## config.mk

```make
export PLATFORM = sky130hd
export DESIGN_NAME = hashtable_bm_upd_ctrl_flat
export DESIGN_NICKNAME = d
export VERILOG_FILES = /design/src/rtl/hashtable_cfg_pkg.sv /design/src/rtl/hashtable_bm_upd_ctrl_if.sv /design/src/rtl/hashtable_bm_upd_ctrl.sv /design/src/flat_wrapper.sv
export SDC_FILE = /design/constraint.sdc
export NUM_CORES = 1
export LEC_CHECK = 0
export ABC_AREA = 1
export CORE_MARGIN = 4
export CORE_UTILIZATION = 35
export DETAILED_ROUTE_END_ITERATION = 8
export SETUP_SLACK_MARGIN = 0.02
export SYNTH_ARGS = -nofsm -noshare
export SYNTH_HDL_FRONTEND = slang
export SYNTH_SLANG_ARGS = --single-unit
```

## constraint.sdc

```tcl
create_clock -name clk -period 1.5 [get_ports clk]
set_input_delay 0.3 -clock clk [delete_from_list [all_inputs] [get_ports clk]]
set_output_delay 0.3 -clock clk [all_outputs]
set_load 0.05 [all_outputs]
```

## src/rtl/hashtable_cfg_pkg.sv

```systemverilog
// Shared types and default timing constants for the hash-table lookup and its
// bitmap update sequencer.
package hashtable_cfg_pkg;

  typedef enum logic [1:0] {
    OP_SET       = 2'd0,
    OP_CLR       = 2'd1,
    OP_CLEAR_ALL = 2'd2,
    OP_READ      = 2'd3
  } op_e;

  typedef enum logic [2:0] {
    StIdle,
    StDrain,
    StRd,
    StRdWait,
    StWr,
    StClrWr,
    StDone
  } state_e;

  // Must cover hash latency + RAM read + output register of the lookup lanes.
  localparam int unsigned DEF_DRAIN_CYCLES = 6;
  localparam int unsigned DEF_RD_LAT       = 2;

endpackage

```

## src/rtl/hashtable_bm_upd_ctrl_if.sv

```systemverilog
// Command, stall and bitmap-RAM port bundle of the bitmap update sequencer.
// slave = sequencer side, master = control plane / RAM side.
interface hashtable_bm_upd_ctrl_if #(
  parameter int unsigned NBITS = 15
);
  import hashtable_cfg_pkg::*;

  localparam int unsigned BM_AWIDTH = NBITS - 3;

  logic                 cmd_valid;
  logic                 cmd_ready;
  op_e                  cmd_op;
  logic [NBITS-1:0]     cmd_addr;
  logic                 lkp_stall;
  logic [BM_AWIDTH-1:0] bm_addr;
  logic                 bm_rden;
  logic [7:0]           bm_rdata;
  logic                 bm_wren;
  logic [7:0]           bm_wdata;
  logic                 done;
  logic                 rsp_bit;
  logic                 busy;

  modport slave (
    input  cmd_valid, cmd_op, cmd_addr, bm_rdata,
    output cmd_ready, lkp_stall, bm_addr, bm_rden, bm_wren, bm_wdata, done, rsp_bit, busy
  );

  modport master (
    output cmd_valid, cmd_op, cmd_addr, bm_rdata,
    input  cmd_ready, lkp_stall, bm_addr, bm_rden, bm_wren, bm_wdata, done, rsp_bit, busy
  );

endinterface

```

## src/rtl/hashtable_bm_upd_ctrl.sv

```systemverilog
// Stalls the lookup lanes, then applies one bitmap update (set/clear/read a bit,
// or sweep-clear the whole bitmap) through the RAM's write-capable port.
module hashtable_bm_upd_ctrl
  import hashtable_cfg_pkg::*;
#(
  parameter int unsigned NBITS        = 15,
  parameter int unsigned DRAIN_CYCLES = DEF_DRAIN_CYCLES,
  parameter int unsigned RD_LAT       = DEF_RD_LAT
) (
  input logic                    clk,
  input logic                    rst_n,
  hashtable_bm_upd_ctrl_if.slave bus
);

  localparam int unsigned BM_AWIDTH = NBITS - 3;
  localparam int unsigned CntMax    = (DRAIN_CYCLES > RD_LAT) ? DRAIN_CYCLES : RD_LAT;
  localparam int unsigned CntW      = $clog2(CntMax + 1);

  state_e               state_q, state_d;
  op_e                  op_q, op_d;
  logic [NBITS-1:0]     addr_q, addr_d;
  logic [CntW-1:0]      cnt_q, cnt_d;
  logic [BM_AWIDTH-1:0] ptr_q, ptr_d;
  logic                 stall_q, stall_d;
  logic                 rden_q, rden_d;
  logic                 wren_q, wren_d;
  logic [BM_AWIDTH-1:0] bm_addr_q, bm_addr_d;
  logic [7:0]           wdata_q, wdata_d;
  logic                 done_q, done_d;
  logic                 rsp_q, rsp_d;
  logic [7:0]           bit_mask;

  always_comb begin
    state_d   = state_q;
    op_d      = op_q;
    addr_d    = addr_q;
    cnt_d     = cnt_q;
    ptr_d     = ptr_q;
    stall_d   = stall_q;
    rden_d    = 1'b0;
    wren_d    = 1'b0;
    bm_addr_d = bm_addr_q;
    wdata_d   = wdata_q;
    done_d    = 1'b0;
    rsp_d     = rsp_q;
    bit_mask  = 8'h01 << addr_q[2:0];

    unique case (state_q)
      StIdle: begin
        if (bus.cmd_valid) begin
          op_d    = bus.cmd_op;
          addr_d  = bus.cmd_addr;
          stall_d = 1'b1;
          cnt_d   = CntW'(DRAIN_CYCLES - 1);
          state_d = StDrain;
        end
      end
      StDrain: begin
        if (cnt_q == '0) begin
          if (op_q == OP_CLEAR_ALL) begin
            ptr_d   = '0;
            state_d = StClrWr;
          end else begin
            rden_d    = 1'b1;
            bm_addr_d = addr_q[NBITS-1:3];
            state_d   = StRd;
          end
        end else begin
          cnt_d = cnt_q - CntW'(1);
        end
      end
      StRd: begin
        cnt_d   = CntW'(RD_LAT - 1);
        state_d = StRdWait;
      end
      StRdWait: begin
        if (cnt_q == '0) begin
          if (op_q == OP_READ) begin
            rsp_d   = |(bus.bm_rdata & bit_mask);
            done_d  = 1'b1;
            state_d = StDone;
          end else begin
            wren_d  = 1'b1;
            wdata_d = (op_q == OP_SET) ? (bus.bm_rdata | bit_mask) : (bus.bm_rdata & ~bit_mask);
            state_d = StWr;
          end
        end else begin
          cnt_d = cnt_q - CntW'(1);
        end
      end
      StWr: begin
        done_d  = 1'b1;
        state_d = StDone;
      end
      StClrWr: begin
        // Strobes are registered, so each write lands one cycle after its ptr;
        // the final sweep write is on the bus while in StWr.
        wren_d    = 1'b1;
        bm_addr_d = ptr_q;
        wdata_d   = 8'h00;
        if (ptr_q == '1) begin
          state_d = StWr;
        end else begin
          ptr_d = ptr_q + BM_AWIDTH'(1);
        end
      end
      StDone: begin
        stall_d = 1'b0;
        state_d = StIdle;
      end
      default: state_d = StIdle;
    endcase
  end

  always_ff @(posedge clk or negedge rst_n) begin
    if (!rst_n) begin
      state_q   <= StIdle;
      op_q      <= OP_SET;
      addr_q    <= '0;
      cnt_q     <= '0;
      ptr_q     <= '0;
      stall_q   <= 1'b0;
      rden_q    <= 1'b0;
      wren_q    <= 1'b0;
      bm_addr_q <= '0;
      wdata_q   <= '0;
      done_q    <= 1'b0;
      rsp_q     <= 1'b0;
    end else begin
      state_q   <= state_d;
      op_q      <= op_d;
      addr_q    <= addr_d;
      cnt_q     <= cnt_d;
      ptr_q     <= ptr_d;
      stall_q   <= stall_d;
      rden_q    <= rden_d;
      wren_q    <= wren_d;
      bm_addr_q <= bm_addr_d;
      wdata_q   <= wdata_d;
      done_q    <= done_d;
      rsp_q     <= rsp_d;
    end
  end

  assign bus.cmd_ready = (state_q == StIdle);
  assign bus.busy      = (state_q != StIdle);
  assign bus.lkp_stall = stall_q;
  assign bus.bm_addr   = bm_addr_q;
  assign bus.bm_rden   = rden_q;
  assign bus.bm_wren   = wren_q;
  assign bus.bm_wdata  = wdata_q;
  assign bus.done      = done_q;
  assign bus.rsp_bit   = rsp_q;

endmodule

```

## src/flat_wrapper.sv

```systemverilog
// flat-port wrapper written by rule: the top's interface ports become plain ports
module hashtable_bm_upd_ctrl_flat import hashtable_cfg_pkg::*;
#(
  parameter int unsigned NBITS        = 15,
  parameter int unsigned DRAIN_CYCLES = DEF_DRAIN_CYCLES,
  parameter int unsigned RD_LAT       = DEF_RD_LAT
)
  (clk, rst_n, bus_cmd_valid, bus_cmd_op, bus_cmd_addr, bus_bm_rdata, bus_cmd_ready, bus_lkp_stall, bus_bm_addr, bus_bm_rden, bus_bm_wren, bus_bm_wdata, bus_done, bus_rsp_bit, bus_busy);
  hashtable_bm_upd_ctrl_if #(.NBITS(NBITS)) bus_i ();
  input logic clk;
  input logic rst_n;
  input wire logic [$bits(bus_i.cmd_valid)-1:0] bus_cmd_valid;
  input wire logic [$bits(bus_i.cmd_op)-1:0] bus_cmd_op;
  input wire logic [$bits(bus_i.cmd_addr)-1:0] bus_cmd_addr;
  input wire logic [$bits(bus_i.bm_rdata)-1:0] bus_bm_rdata;
  output wire logic [$bits(bus_i.cmd_ready)-1:0] bus_cmd_ready;
  output wire logic [$bits(bus_i.lkp_stall)-1:0] bus_lkp_stall;
  output wire logic [$bits(bus_i.bm_addr)-1:0] bus_bm_addr;
  output wire logic [$bits(bus_i.bm_rden)-1:0] bus_bm_rden;
  output wire logic [$bits(bus_i.bm_wren)-1:0] bus_bm_wren;
  output wire logic [$bits(bus_i.bm_wdata)-1:0] bus_bm_wdata;
  output wire logic [$bits(bus_i.done)-1:0] bus_done;
  output wire logic [$bits(bus_i.rsp_bit)-1:0] bus_rsp_bit;
  output wire logic [$bits(bus_i.busy)-1:0] bus_busy;
  assign bus_i.cmd_valid = bus_cmd_valid;
  assign bus_i.cmd_op = bus_cmd_op;
  assign bus_i.cmd_addr = bus_cmd_addr;
  assign bus_i.bm_rdata = bus_bm_rdata;
  assign bus_cmd_ready = bus_i.cmd_ready;
  assign bus_lkp_stall = bus_i.lkp_stall;
  assign bus_bm_addr = bus_i.bm_addr;
  assign bus_bm_rden = bus_i.bm_rden;
  assign bus_bm_wren = bus_i.bm_wren;
  assign bus_bm_wdata = bus_i.bm_wdata;
  assign bus_done = bus_i.done;
  assign bus_rsp_bit = bus_i.rsp_bit;
  assign bus_busy = bus_i.busy;
  hashtable_bm_upd_ctrl #(.NBITS(NBITS), .DRAIN_CYCLES(DRAIN_CYCLES), .RD_LAT(RD_LAT)) u_core (.clk(clk), .rst_n(rst_n), .bus(bus_i));
endmodule
```

==> run_results.csv <==
group,metric,value,unit
placed_design,dpl.hpwl,5963,um
timing,fin_ws,-0.1687,ns
timing,tightest_slew,0.3671,ns
drt,drt-wirelength-per-cell,14.17,um
logic_synthesis,synth_top_area_share,48.48,%
logic_synthesis,yosys_register_bits,60,
power_and_ir_drop,p_total,10830,uW
clock_tree,cts_htree_levels,3,
drt,num_vias,3112,
hold_path,hp-class,"reg2reg",
outcome,status,"finished with violations",
global_routing,grt_max_degree,61,
power_and_ir_drop,vdd_ir_drop_max,1.525,mV
layout,area_delta_synth_final,60.16,%
floorplan,die_area,10420,um^2
layout,fin_nets,553,
floorplan,die_h,102.1,um
layout,layout-drive-gt1-share,31.12,%
critical_path,path_depth,5,
placed_design,place_congestion,0.9003,
outcome,failed_checks,"negative setup slack",
critical_path,cp_data_required_time,1.20,ns
logic_synthesis,synth_warnings,0,
hold_path,min-delay-start,"u_core.addr_q[10]",
logic_synthesis,synthTopCellsByArea,"dfrtp_1 (48%), nand2_1 (16%), nand3_1 (7.3%)",
logic_synthesis,synth_most_common_cell,"nand2_1",
timing,rsz0062_at_grt,"yes",
drt,via_per_inst,4.901,
power_and_ir_drop,pwr_density_cell,2183,nW/um^2
power_and_ir_drop,p_leak,0.002341,uW
timing,tns,-0.4459,ns
logic_synthesis,ys_async_sr_fraction,100.0,%
global_routing,antenna_found_initial,0,
placed_design,io_buffers,54,
logic_synthesis,syn_nets,443,
critical_path,r2r_slack,-0.05,ns
critical_path,crit_end,"bus_cmd_ready",
critical_path,start_kind,"flop",
floorplan,ios,55,
logic_synthesis,syn_area,3097,um^2
hold_path,holdPathStages,2,
floorplan,rows,34,
global_routing,grt_overflow_total,0,
critical_path,crit_buf_inv,3,
clock_tree,cts_tree,"done",
layout,diodes,0,
drt,first_pass_iters,4,
run,drv_cap,0,
logic_synthesis,yosysSeqAreaShare,48.48,%
clock_tree,clock-sinks,60,
logic_synthesis,netlist_instances,412,
global_routing,grt_usage,16.87,%
clock_tree,root_buffer,"clkbuf_8",
drt,routed_wl,8998,um
critical_path,crit_slowest_cell,"dfrtp_1",
timing,whs,0.4677,ns
critical_path,path_common_cell,"buf_12",
logic_synthesis,netlist_top_cells_count,"nand2_1 (128), dfrtp_1 (60), nand3_1 (45)",
critical_path,path_cells,"nor2_2 -> inv_2 -> nor2_4 -> buf_12 -> buf_12",
drt,ant_nets,0,
timing,period_share,111.2,%
global_routing,grt_pass1_wl,13720,um
logic_synthesis,synthFlopType,"dfrtp_1",
timing,finalSetupViolations,6,
drt,drc,0,
timing,slew_headroom,75.27,%
drt,drt_iter0_drc,63,
timing,slew_violations,0,
timing,layout_min_cycle_time,1.669,ns
clock_tree,numCtsBuffers,9,
timing,hold_violations,0,
critical_path,startpoint,"u_core.state_q[1]",
logic_synthesis,synth_edf_count,0,
critical_path,worstPathArrival,1.37,ns
critical_path,crit_family,"flip-flops",
global_routing,grt_pass1_vias,3030,
clock_tree,clock_latency,0.34,ns
critical_path,slowest_delay,0.43,ns
critical_path,worstReg2RegEnd,"u_core.state_q[1]",
floorplan,die_width,102.1,um
logic_synthesis,syn_area_per_cell,7.516,um^2
timing,skew,0.005204,ns
critical_path,r2r-start,"u_core.state_q[0]",
timing,fmax,0.5993,GHz
critical_path,criticalPathCategory,"reg2out",
floorplan,core_area,8678,um^2
floorplan,start_util,35.68,%
clock_tree,max-clock-path-buffers,2,
clock_tree,cts.clk_slew.worst_paths,0.07,ns
critical_path,r2r_cells,9,
logic_synthesis,netlist-cell-type-count,26,
logic_synthesis,yosysTopAreaCell,"dfrtp_1",
critical_path,crit_path_max_fanout,4,
critical_path,cp-end-kind,"output port",
cells in the final DEF (no fill, tap or decap), types with 2 or more instances in the layout:
cell and count:
nand2_1 107, dfrtp_1 59, nand3_1 43, inv_1 37, buf_4 36, buf_12 32
clkdlybuf4s50_1 26, o21ai_0 23, nor2_1 22, nand2_2 18, o21ai_1 16, a21oi_1 12
nor2_2 10, clkbuf_8 10, buf_6 9, inv_2 8, nor2_4 8, o21ai_2 8
nand2_4 5, nor3_1 3, nand4_1 3, clkinv_2 3, nand3_2 2, o21a_1 2
o31ai_1 2, bufinv_16 2, inv_6 2
what timing repair did:
action                                  4_1_cts  5_1_grt
buffers inserted                              6       15
pin swaps                                     8       20
hold endpoints to repair                     60        0
cloned                                        1        4
gates resized for setup                      22       74
endpoints found under the setup margin       35       50
hold buffers                                  1        0
logic make-up after synthesis:
kind of cell               after synthesis  share of synthesized area, %
DFF                                     60                         48.48
xor gates and xnor gates                 2                        0.5658
adders and majority gates                3                         1.212
AOI/OAI and AO/OA                       66                         11.15
and+or+nand+nor                        223                         30.75
buffers and inverters                   58                         7.838
metal layers:
metal  routed length [um]  global-route usage (%)  share of wire, %
met3                  384                   4.778               4.3
met4                  216                   5.752               2.4
met1                 3852                   21.16                43
met5                    0                       0                 0
met2                 4545                   27.99                51
where the power goes:
group	internal [uW]	total (uW)	switching [uW]
registers	2220	2760	542
logic	2940	6450	3510
clock network	973	1610	639
total	6140	10800	4690
per-stage QoR:
step	instances	area [um^2]	setup WS (ns)	utilization [%]
final	635	4960	-0.1687	57.15
after global routing	635	4960	-0.2328	57.15
after floorplan	412	3099	0.04296	-
after global placement	592	4204	-0.04929	48.44
after detailed placement	592	4204	-0.05276	48.44
after CTS	616	4557	-0.1707	52.51
layout make-up:
class / instances / area [um^2]
clock buffers: 11 / 141.4
repair inverters: 2 / 17.52
fillers: 773 / 3719
repair buffers: 107 / 1328
multi-input cells: 295 / 1577
inverters: 47 / 183.9
well taps: 108 / 135.1
flip-flops and latches: 60 / 1503
clock inverters: 5 / 75.07
registers in the layout (all words and copies together) (netlist names):
name and count:
u_core.addr_q 15, u_core.bus.bm_addr 12, u_core.bus.bm_rden 1, u_core.bus.bm_wdata 8, u_core.bus.bm_wren 1, u_core.bus.done 1, u_core.bus.lkp_stall 1, u_core.bus.rsp_bit 1
u_core.cnt_q 3, u_core.op_q 2, u_core.ptr_q 12, u_core.state_q 3
worst min-delay path, stage by stage, from the launching register on:
cell and delay, ns:
dfrtp_1 0.34, nand2_1 0.05, nand2_1 0.05
worst min-delay path by stage:
stage                             end  slack (ns)
2_1_floorplan        u_core.addr_q[0]       0.004
3_3_place_gp    u_core.bus.bm_addr[9]        0.34
3_5_place_dp   u_core.bus.bm_addr[11]        0.33
4_1_cts             u_core.addr_q[10]        0.47
5_1_grt              u_core.addr_q[9]        0.50
6_report            u_core.addr_q[10]        0.47
Power figures use the tool's default switching activity.
